### config.mk
export PLATFORM = sky130hd
export DESIGN_NAME = instr_fetch_unit
export DESIGN_NICKNAME = d
export VERILOG_FILES = /design/src/rtl/instr_fetch_unit.sv
export SDC_FILE = /design/constraint.sdc
export NUM_CORES = 1
export LEC_CHECK = 0
export ABC_AREA = 1
export ABC_CLOCK_PERIOD_IN_PS = 7990
export BUFFER_PORTS_ARGS = -buffer_cell sky130_fd_sc_hd__buf_2
export CAP_MARGIN = 20
export CORE_AREA = 2 2 128 130
export CTS_CLUSTER_SIZE = 8
export DETAILED_ROUTE_END_ITERATION = 12
export DIE_AREA = 0 0 130 132
export PLACE_DENSITY = 0.79
export SYNTH_ARGS = -nofsm -noshare
export SYNTH_HDL_FRONTEND = slang
export SYNTH_SLANG_ARGS = --single-unit
### constraint.sdc
create_clock -name clk -period 7.99 [get_ports clk]
set_input_delay 1.598 -clock clk [delete_from_list [all_inputs] [get_ports clk]]
set_output_delay 1.598 -clock clk [all_outputs]
set_load 0.05 [all_outputs]
### src/rtl/instr_fetch_unit.sv
// rtl/instr_fetch_unit.sv - RISC-V fetch front end: PC generation, imem requests, instruction buffer
// Note: rst_n is active-high despite its name (1 = reset).
module instr_fetch_unit #(
  parameter int              XLEN       = 32,
  parameter logic [XLEN-1:0] RESET_PC   = '0,
  parameter int              FIFO_DEPTH = 2
) (
  input  logic            clk,
  input  logic            rst_n,
  output logic            imem_req_valid,
  output logic [XLEN-1:0] imem_req_addr,
  input  logic            imem_req_ready,
  input  logic            imem_rsp_valid,
  input  logic [31:0]     imem_rsp_data,
  input  logic            redirect_valid,
  input  logic [XLEN-1:0] redirect_pc,
  input  logic            stall,
  output logic            inst_valid,
  output logic [31:0]     inst,
  output logic [XLEN-1:0] inst_pc,
  output logic [6:0]      opcode,
  output logic [2:0]      funct3,
  output logic [6:0]      funct7
);

  localparam int PW = $clog2(FIFO_DEPTH);
  localparam int CW = PW + 1;

  localparam logic [0:0] S_FETCH = 1'b0;
  localparam logic [0:0] S_WAIT  = 1'b1;

  localparam logic [XLEN-1:0] ALIGN_MASK = ~XLEN'(3);

  logic [0:0]      state;
  logic [XLEN-1:0] fetch_pc;
  logic [XLEN-1:0] req_pc;
  logic            drop;

  logic [31:0]     buf_inst [FIFO_DEPTH];
  logic [XLEN-1:0] buf_pc   [FIFO_DEPTH];
  logic [PW-1:0]   wr_ptr;
  logic [PW-1:0]   rd_ptr;
  logic [CW-1:0]   count;

  logic hs;
  logic push;
  logic pop;

  // Reset gates the request combinationally so nothing is accepted while it is held.
  assign imem_req_valid = !rst_n && (state == S_FETCH) && (count < CW'(FIFO_DEPTH));
  assign imem_req_addr  = fetch_pc;

  assign hs   = imem_req_valid && imem_req_ready;
  assign push = (state == S_WAIT) && imem_rsp_valid && !drop && !redirect_valid;
  assign pop  = inst_valid && !stall;

  always_ff @(posedge clk) begin
    if (rst_n) begin
      state    <= S_FETCH;
      fetch_pc <= RESET_PC & ALIGN_MASK;
      req_pc   <= RESET_PC & ALIGN_MASK;
      // Remember an outstanding request until its response has been seen, even across a long reset.
      drop     <= ((state == S_WAIT) || drop) && !imem_rsp_valid;
      wr_ptr   <= '0;
      rd_ptr   <= '0;
      count    <= '0;
    end else if (redirect_valid) begin
      fetch_pc <= redirect_pc & ALIGN_MASK;
      wr_ptr   <= '0;
      rd_ptr   <= '0;
      count    <= '0;
      if (state == S_FETCH) begin
        if (hs) begin
          state <= S_WAIT;
          drop  <= 1'b1;
        end
      end else begin
        if (imem_rsp_valid) begin
          state <= S_FETCH;
          drop  <= 1'b0;
        end else begin
          drop  <= 1'b1;
        end
      end
    end else begin
      if (state == S_FETCH) begin
        if (drop && imem_rsp_valid) begin
          drop <= 1'b0;
        end
        if (hs) begin
          state    <= S_WAIT;
          req_pc   <= fetch_pc;
          fetch_pc <= fetch_pc + XLEN'(4);
        end
      end else if (imem_rsp_valid) begin
        state <= S_FETCH;
        drop  <= 1'b0;
      end

      if (push) begin
        buf_inst[wr_ptr] <= imem_rsp_data;
        buf_pc[wr_ptr]   <= req_pc;
        wr_ptr           <= wr_ptr + PW'(1);
      end
      if (pop) begin
        rd_ptr <= rd_ptr + PW'(1);
      end
      count <= count + CW'(push) - CW'(pop);
    end
  end

  assign inst_valid = (count != '0);
  assign inst       = inst_valid ? buf_inst[rd_ptr] : 32'h0000_0013;
  assign inst_pc    = inst_valid ? buf_pc[rd_ptr] : '0;
  assign opcode     = inst[6:0];
  assign funct3     = inst[14:12];
  assign funct7     = inst[31:25];

endmodule

==> out/qor_table.md, run 1 <==
| Group | Metric | Reported |
|---|---|---|
| die | Area of the core | 15700 µm² |
| yosys | Yosys warnings | 0 |
| timing | Count of endpoints failing hold in the final timing report | 0 |
| timing | Final period util | 0.536 |
| routing | Detail-routed net length per standard cell | 14.7 µm |
| clock tree | Clock buffers created by TritonCTS | 17 |
| timing | Achievable clock frequency | 234 MHz |
| clock tree | CTS tree | done |
| routing | First-pass iteration count of the detailed router | 5 |
| clock tree | Cells resized by post-CTS repair | 0 |
| min path | Min-delay src | rd_ptr |
| die | Starting density of the core | 0.534 |
| status | Run status | finished, final reports clean |
| routing | Final WL | 19.1 mm |
| cells and area | Area added between synthesis and finish | 17.8% |
| cells and area | Layout cell share with drive strength beyond 1 | 0.231 |
| job | Number of max-capacitance violations reported | 0 |
| yosys | Cell taking the most area after synthesis | edfxtp_1 |
| cells and area | Fill cell total of the finished layout | 1346 |
| critical path | CP most frequent cell | buf_2 |
| timing | Unrepaired setup endpoints after global routing | no |
| routing | Via Count | 6639 |
| min path | Worst min-delay path class | reg -> reg |
| global routing | Antenna violations before repair | 0 |
| timing | Sum of negative setup slack | 0 ns |
| die | Die area | 17200 µm² |
| die | Standard-cell rows | 46 |
| clock tree | Number of H-tree branching levels | 4 |
| clock tree | Bufs on Longest Clock Path | 2 |
| yosys | Proportion of register bits with asynchronous set or reset after synthesis | 0 |
| critical path | Crit. End Element | output pin |
| global routing | First-pass GRT wire length | 29.6 mm |
| critical path | Crit-path max cell delay | 0.38 ns |
| timing | Setup-violating endpoint count in the final report | 0 |
| critical path | Length in cells of the worst reg-to-reg path | 8 |
| critical path | CP max FO | 37 |
| yosys | Cell count after synthesis | 921 |
| yosys | Cells taking the most area after synthesis | edfxtp_1, dfxtp_1, nand2_1 |
| timing | Relative slew margins | 0.323 |
| routing | Number of DRC markers in iteration 0 | 368 |
| critical path | Worst endpoint data arrival time | 2.68 ns |
| timing | Setup slack of the critical path after layout | 3.71 ns |
| critical path | Worst reg2reg setup slack | 5.77 ns |
| cells and area | Number of nets in the finished design | 1139 |
| timing | Post-layout min period | 4.28 ns |
| routing | Detail Route Antenna Nets | 0 |
| placement | Routability-driven placement congestion ratio | 0.903 |
| yosys | Number of synthesized flops with an enable pin | 125 |
| placement | Worst slack at placement | 3.75 ns |
| routing | Remaining routing DRC violations | 0 |
| yosys | Netlist Area Pre-Place | 8390 µm² |
| placement | Port-buffer cells | 178 |
| timing | Maximum clock skew at final layout | 0.0142 ns |
| placement | Detailed placer's ending HPWL | 12.3 mm |
| cells and area | Number of antenna cells inserted | 0 |
| yosys | Seq/Total Area, Yosys | 0.605 |
| clock tree | Clock insertion delay at the later pin of the skew report | 0.43 ns |
| die | Die outline height | 132 µm |
| critical path | Cell breakdown of the critical path | buf_2 > buf_4 > nor3_1 > buf_2 |
| critical path | Beginning of the worst register-to-register path | count[1] |
| yosys | Mean cell area of the mapped netlist | 9.11 µm² |
| critical path | Critical-path top delay cell | nor3_1 |
| clock tree | Root buf cell | clkbuf_16 |
| clock tree | Setup Buffers After CTS | 0 |
| global routing | Maximum number of pins on one net before global-route repair | 63 |
| pwr | Leakage power summed over all cells | 4.16 nW |
| critical path | Capture point of the worst reg-to-reg path | count[1] |
| timing | Final-layout worst hold slack | 0.457 ns |
| min path | Number of cells traversed by the worst hold path | 1 |
| yosys | Count of distinct cell types in the synthesized netlist | 33 |
| yosys | Register bit total from synthesis | 191 |
| yosys | Main synth FF type | edfxtp_1 |
| critical path | Crit path required time | 6.39 ns |
| global routing | GR Util All Layers | 0.222 |
| pwr | Power Dens Cells | 208 nW/µm² |
| die | Number of ports placed on the die boundary | 185 |
| global routing | Vias in the first global route | 5915 |
| yosys | Top cell type's share of synthesized area | 0.448 |
| critical path | Launching element type of the critical path | input pin |
| clock tree | Number of buffers inserted for hold repair after clock tree synthesis | 0 |
| yosys | Top-count cell post-synth | nand2_1 |
| die | Die width | 130 µm |
| global routing | Global route overflow | 0 |
| pwr | Largest voltage drop on the vdd net | 0.000143 V |
| yosys | Most common library cells after synthesis | nand2_1, edfxtp_1, a21oi_1, inv_1, nor2_1 |
| routing | Via-to-Cell Ratio | 5.13 |
| critical path | Kind of critical path | in -> out |
| timing | Slew of the pin with the lowest slew margin | 1.01 ns |
| clock tree | Total number of clock tree sinks | 191 |
| timing | Pins Over Slew Limit | 0 |
| clock tree | Clock-pin slew on the worst setup and hold paths | 0.07 ns |
[final cells by class]
class | instances | area [µm²] | share of cell area
sequential | 191 | 5080 | 0.514
inverter | 77 | 289 | 0.0292
tap | 216 | 270 | 0.0273
multi-input combinational | 593 | 2680 | 0.271
clock inverter | 8 | 78.8 | 0.00798
timing repair buffer | 186 | 983 | 0.0995
clock buffer | 24 | 503 | 0.0509
[cell usage in the layout (no fill, tap or decap), types with 18 or more instances in the layout]
| cell type | count |
|---|---|
| nand2_1 | 276 |
| buf_2 | 178 |
| edfxtp_1 | 125 |
| a21oi_1 | 109 |
| inv_1 | 76 |
| nor2_1 | 67 |
| dfxtp_1 | 65 |
| nand3_1 | 46 |
| o21ai_0 | 35 |
| nor2_2 | 23 |
| clkbuf_16 | 18 |
[critical path: cells and delay by family]
kind,cells,cell delay (ns)
and+or+nand+nor,1,0.38
buffers and inverters,3,0.69
[kinds of logic (layout without fill, tap and decap cells)]
logic type | count (synthesis) | count (layout) | share of synthesized area
AND/OR/NAND/NOR | 428 | 428 | 0.213
flip-flops | 191 | 191 | 0.605
AO/OA/AOI/OAI | 152 | 152 | 0.0925
buffers and inverters | 140 | 295 | 0.0786
XOR/XNOR | 6 | 6 | 0.00627
adder cells (fa/ha/maj) | 3 | 3 | 0.00448
other | 1 | 4 | 0.000447
[sequential cells by signal, summed over array words and instances (netlist names), named ones only]
register / count
req_pc: 30
imem_req_addr: 30
wr_ptr: 1
buf_inst: 64
state: 1
drop: 1
buf_pc: 60
rd_ptr: 1
count: 2
[per-layer routing]
| metal | up-vias | GRT usage | wire, µm |
|---|---|---|---|
| met4 | 0 | 0.0765 | 261 |
| li1 | 3299 | - | - |
| met1 | 3062 | 0.303 | 8230 |
| met3 | 20 | 0.0487 | 1550 |
| met2 | 258 | 0.351 | 9040 |
| met5 | - | 0 | 0 |
[report_power, final]
| group | leakage, nW | switching (mW) | internal (mW) |
|---|---|---|---|
| combinational | 2.23 | 0.110 | 0.0426 |
| clock | 0.282 | 0.347 | 0.473 |
| sequential | 1.65 | 0.0201 | 1.07 |
| total | 4.16 | 0.476 | 1.58 |
[stage by stage]
step / cell area [µm²] / cells / utilization / total power, mW
floorplan: 8400 / 924 / - / 1.21
global placement: 9250 / 1261 / 0.589 / 1.25
detailed placement: 9250 / 1261 / 0.589 / 1.26
CTS: 9830 / 1293 / 0.626 / 2.06
global route: 9880 / 1295 / 0.629 / 2.13
finish: 9880 / 1295 / 0.629 / 2.06
[worst max-delay path by stage]
stage	endpoint	cells after the start	slack (ns)	start
floorplan	buf_inst[0][0]	5	1.04	redirect_valid
global placement	imem_req_valid	4	3.71	rst_n
detailed placement	imem_req_valid	4	3.75	rst_n
CTS	imem_req_valid	4	3.75	rst_n
global route	imem_req_valid	4	3.70	rst_n
finish	imem_req_valid	4	3.71	rst_n
Power figures use the tool's default switching activity.
==> inputs of run 2 (changes only) <==
ABC_CLOCK_PERIOD_IN_PS = 3700   (was 7990)
CORE_AREA = 2 2 134 136   (was 2 2 128 130)
DIE_AREA = 0 0 136 138   (was 0 0 130 132)
PLACE_DENSITY = 0.75   (was 0.79)
clock period = 3.7 ns   (was 7.99 ns; I/O delays follow)
==> out/qor_table.md, run 2 (synthesis gave the netlist of run 1 again) <==
| Group | Metric | Reported |
|---|---|---|
| routing | Detail-routed net length per standard cell | 14.4 µm |
| critical path | Critical-path top delay cell | inv_2 |
| cells and area | Number of nets in the finished design | 1143 |
| timing | Count of endpoints failing hold in the final timing report | 0 |
| die | Die width | 136 µm |
| routing | Via Count | 6519 |
| global routing | Global route overflow | 0 |
| global routing | Antenna violations before repair | 0 |
| global routing | First-pass GRT wire length | 30.0 mm |
| global routing | GR Util All Layers | 0.204 |
| critical path | Logic depth of the worst path, buffers included | 5 |
| min path | Worst min-delay path class | reg -> reg |
| timing | Pins Over Slew Limit | 0 |
| timing | Post-layout min period | 2.88 ns |
| min path | Number of cells traversed by the worst hold path | 1 |
| clock tree | Setup Buffers After CTS | 0 |
| global routing | Vias in the first global route | 5954 |
| cells and area | Most frequent cells in the layout | nand2_1, buf_2, edfxtp_1 |
| critical path | Capture point of the worst reg-to-reg path | imem_req_addr[6] |
| placement | Routability-driven placement congestion ratio | 0.883 |
| critical path | Crit. End Element | output pin |
| timing | Sum of negative setup slack | 0 ns |
| clock tree | Clock insertion delay at the later pin of the skew report | 0.43 ns |
| job | Number of max-capacitance violations reported | 0 |
| critical path | Crit-path max cell delay | 0.43 ns |
| clock tree | Cells resized by post-CTS repair | 0 |
| clock tree | Number of H-tree branching levels | 4 |
| critical path | Launching element type of the critical path | flip-flop |
| die | Number of ports placed on the die boundary | 185 |
| critical path | CP max FO | 31 |
| critical path | Worst reg2reg setup slack | 1.76 ns |
| clock tree | Clock buffers created by TritonCTS | 17 |
| timing | Setup-violating endpoint count in the final report | 0 |
| clock tree | Clock-pin slew on the worst setup and hold paths | 0.07 ns |
| routing | Remaining routing DRC violations | 0 |
| pwr | Leakage power summed over all cells | 4.17 nW |
| cells and area | Most common cell after layout, fill and taps aside | nand2_1 |
| critical path | Worst endpoint data arrival time | 2.14 ns |
| timing | Unrepaired setup endpoints after global routing | no |
| timing | Slew of the pin with the lowest slew margin | 0.954 ns |
| timing | Relative slew margins | 0.363 |
| critical path | Top delay family on crit path | buffers and inverters |
| cells and area | Layout cell share with drive strength beyond 1 | 0.235 |
| die | Standard-cell rows | 49 |
| critical path | Cell breakdown of the critical path | inv_2 > buf_4 > nand2_1 > a21oi_1 > buf_2 |
| clock tree | Root buf cell | clkbuf_16 |
| pwr | Largest voltage drop on the vdd net | 0.000311 V |
| clock tree | Number of buffers inserted for hold repair after clock tree synthesis | 0 |
| critical path | Crit path required time | 2.96 ns |
| pwr | Overall power consumption | 4.35 mW |
| placement | Port-buffer cells | 178 |
| min path | Min-delay src | rd_ptr |
| status | Run status | finished, final reports clean |
| die | Area of the core | 17500 µm² |
| routing | First-pass iteration count of the detailed router | 5 |
| critical path | Kind of critical path | reg -> out |
| cells and area | Number of antenna cells inserted | 0 |
| global routing | Maximum number of pins on one net before global-route repair | 63 |
| cells and area | Largest register FFs | 64 |
| critical path | Length in cells of the worst reg-to-reg path | 8 |
| pwr | Power Dens Cells | 439 nW/µm² |
| cells and area | Area added between synthesis and finish | 18.2% |
| timing | Final period util | 0.777 |
| die | Die area | 18800 µm² |
| routing | Via-to-Cell Ratio | 4.97 |
| cells and area | Largest registers ranked by flip-flop count | buf_inst (64), buf_pc (60) |
| critical path | Buf/Inv on CP | 3 |
| timing | Maximum clock skew at final layout | 0.00780 ns |
| routing | Final WL | 19.0 mm |
| die | Die outline height | 138 µm |
| cells and area | Largest Register | buf_inst |
| routing | Number of DRC markers in iteration 0 | 420 |
| placement | Detailed placer's ending HPWL | 12.7 mm |
| die | Starting density of the core | 0.478 |
| clock tree | Bufs on Longest Clock Path | 2 |
| clock tree | CTS tree | done |
| timing | Achievable clock frequency | 348 MHz |
| critical path | Beginning of the worst register-to-register path | state |
| clock tree | Total number of clock tree sinks | 191 |
| routing | Detail Route Antenna Nets | 0 |
==> run 2: changes by cell type in the layout (fill, tap and decap cells not counted), moves of 2 or more <==
cell	previous run	this run
buf_4	6	9
clkbuf_8	3	0
clkbuf_1	3	1
clkinv_2	2	4
clkinv_4	2	4
nor3_2	2	0
nor3_4	0	2
==> run 2: how the worst max path moves through the flow <==
stage	startpoint	end	slack, ns
2_1_floorplan	redirect_valid	buf_inst[0][0]	-0.51
3_3_place_gp	rst_n	imem_req_addr[6]	1.08
3_5_place_dp	rst_n	imem_req_addr[6]	1.05
4_1_cts	flip-flop	funct3[0]	0.79
5_1_grt	flip-flop	inst[13]	0.70
6_report	flip-flop	funct3[0]	0.82
==> run 2: per-stage QoR <==
step	utilization	area (µm²)	worst slack, ns	hold WS [ns]	cells
2_1_floorplan	-	8410	-0.505	0.420	924
5_1_grt	0.565	9910	0.696	0.465	1312
3_5_place_dp	0.533	9340	1.05	0.437	1279
4_1_cts	0.564	9890	0.791	0.442	1311
6_report	0.565	9910	0.824	0.440	1312
3_3_place_gp	0.533	9340	1.08	0.428	1279
==> run 2: cell type report <==
class,instances,area (µm²)
Tap cell,229,287
Sequential cell,191,5080
Inverter,77,289
Clock inverter,13,88.8
Fill cell,1580,7620
Clock buffer,19,454
Timing Repair Buffer,190,1030
Multi-Input combinational cell,593,2690
==> run 2: power breakdown <==
group	switching (mW)	total, mW	internal [mW]
Clock	0.776	1.67	0.898
Sequential	0.0419	2.34	2.30
Combinational	0.238	0.332	0.0938
Total	1.06	4.35	3.29
==> run 2: routing by layer <==
layer / GRT usage / part of all wire / vias to the layer above
li1: - / - / 3312
met1: 0.274 / 0.44 / 2954
met2: 0.330 / 0.47 / 227
met3: 0.0422 / 0.075 / 26
met4: 0.0691 / 0.018 / 0
met5: 0 / 0 / -
==> inputs of run 3 (changes only) <==
ABC_CLOCK_PERIOD_IN_PS = 2400   (was 3700)
clock period = 2.4 ns   (was 3.7 ns; I/O delays follow)
==> out/qor_table.md, run 3 (synthesis gave the netlist of run 1 again) <==
| Group | Metric | Reported |
|---|---|---|
| clock tree | CTS tree | done |
| critical path | Buf/Inv on CP | 3 |
| global routing | First-pass GRT wire length | 29.2 mm |
| placement | Detailed placer's ending HPWL | 13.2 mm |
| global routing | Antenna violations before repair | 0 |
| clock tree | Clock-pin slew on the worst setup and hold paths | 0.06 ns |
| pwr | Power Dens Cells | 681 nW/µm² |
| clock tree | Root buf cell | clkbuf_16 |
| pwr | Overall power consumption | 7.05 mW |
| clock tree | Clock insertion delay at the later pin of the skew report | 0.42 ns |
| die | Die width | 136 µm |
| cells and area | Number of nets in the finished design | 1155 |
| timing | Pins Over Slew Limit | 0 |
| status | Run status | finished, final reports clean |
| clock tree | Bufs on Longest Clock Path | 2 |
| cells and area | Most common cell after layout, fill and taps aside | nand2_1 |
| clock tree | Clock buffers created by TritonCTS | 17 |
| global routing | GR Util All Layers | 0.199 |
| cells and area | Number of antenna cells inserted | 0 |
| critical path | Worst endpoint data arrival time | 1.81 ns |
| critical path | CP max FO | 36 |
| critical path | Kind of critical path | reg -> out |
| cells and area | Layout cell share with drive strength beyond 1 | 0.262 |
| routing | Detail-routed net length per standard cell | 14.2 µm |
| global routing | Global route overflow | 0 |
| critical path | Crit. End Element | output pin |
| clock tree | Number of buffers inserted for hold repair after clock tree synthesis | 0 |
| clock tree | Number of H-tree branching levels | 4 |
| global routing | Maximum number of pins on one net before global-route repair | 56 |
| die | Starting density of the core | 0.478 |
| critical path | Launching element type of the critical path | flip-flop |
| timing | Count of endpoints failing hold in the final timing report | 0 |
| die | Area of the core | 17500 µm² |
| job | Number of max-capacitance violations reported | 0 |
| timing | Achievable clock frequency | 437 MHz |
| die | Standard-cell rows | 49 |
| timing | Final period util | 0.953 |
| pwr | Largest voltage drop on the vdd net | 0.000508 V |
| cells and area | Largest Register | buf_inst |
| cells and area | Fill cell total of the finished layout | 1524 |
| routing | Via Count | 6586 |
| cells and area | Largest register FFs | 64 |
| routing | Via-to-Cell Ratio | 4.97 |
| critical path | Top delay family on crit path | buffers and inverters |
| cells and area | Post-layout util | 0.591 |
| timing | Maximum clock skew at final layout | 0.00907 ns |
| critical path | Cell breakdown of the critical path | inv_2 > buf_12 > nand2_1 > a21oi_2 > buf_2 |
| routing | Final WL | 18.8 mm |
| timing | Unrepaired setup endpoints after global routing | no |
| die | Number of ports placed on the die boundary | 185 |
| pwr | Leakage power summed over all cells | 4.30 nW |
| timing | Post-layout min period | 2.29 ns |
| placement | Port-buffer cells | 178 |
| die | Die outline height | 138 µm |
| critical path | Critical-path top delay cell | dfxtp_2 |
| min path | Worst min-delay path class | in -> reg |
| routing | Number of DRC markers in iteration 0 | 328 |
| cells and area | Largest registers ranked by flip-flop count | buf_inst (64), buf_pc (60) |
| routing | First-pass iteration count of the detailed router | 5 |
| clock tree | Total number of clock tree sinks | 191 |
| cells and area | Most frequent cells in the layout | nand2_1, buf_2, edfxtp_1 |
| routing | Detail Route Antenna Nets | 0 |
| die | Die area | 18800 µm² |
| placement | Routability-driven placement congestion ratio | 0.867 |
| cells and area | Area added between synthesis and finish | 23.5% |
| routing | Remaining routing DRC violations | 0 |
| critical path | Crit path required time | 1.92 ns |
| global routing | Vias in the first global route | 5941 |
| critical path | Crit-path max cell delay | 0.33 ns |
| timing | Setup-violating endpoint count in the final report | 0 |
==> run 3: cell count changes in the layout (fill, tap and decap cells not counted), sizes merged <==
cell and delta:
inv -1, clkbuf +3, bufinv +2, buf +12
clkinv -3, clkinvlp -1
==> run 3: path summary, 6_finish.rpt <==
check	startpoint	end	slack [ns]	depth (start not counted)
setup / recovery	flip-flop	funct3[2]	0.11	5
hold / removal	imem_rsp_data[8]	buf_inst[0][8]	0.25	1
setup reg to reg	count[1]	count[1]	0.58	8
hold reg to reg	req_pc[18]	buf_pc[0][18]	0.45	0
==> run 3: what timing repair did <==
action / 4_1_cts / 5_1_grt
endpoints found under the hold margin: 0 / 0
endpoints found under the setup margin: 0 / 7
buffers inserted: 0 / 3
resized for setup: 0 / 0
==> run 3: cell type report <==
type	instances	area [µm²]	share of cell area
tap	229	287	0.0277
inverter	77	305	0.0295
clock inverter	10	118	0.0114
timing repair buffer	202	1270	0.122
clock buffer	22	518	0.0500
sequential	191	5080	0.490
multi-input combinational	593	2790	0.269
==> run 3: power breakdown <==
group          switching [mW]  internal (mW)  total, mW
Sequential             0.0669           3.55       3.61
Clock                    1.16           1.76       2.91
Combinational           0.373          0.156      0.529
Total                    1.60           5.46       7.05
==> run 3: routing by layer <==
metal  GRT usage  share of wire
met3      0.0418          0.075
met4      0.0658          0.020
met1       0.254           0.42
met2       0.336           0.48
met5           0              0
==> run 3: through the flow <==
step	hold slack, ns	worst slack (ns)	area [µm²]	instances	setup TNS [ns]
floorplan	0.420	-0.359	8550	924	-41.67
global placement	0.428	0.474	9680	1289	0
detailed placement	0.439	0.421	9680	1289	0
CTS	0.230	0.0381	10300	1321	0
global route	0.228	0.00966	10400	1324	0
finish	0.248	0.113	10400	1324	0
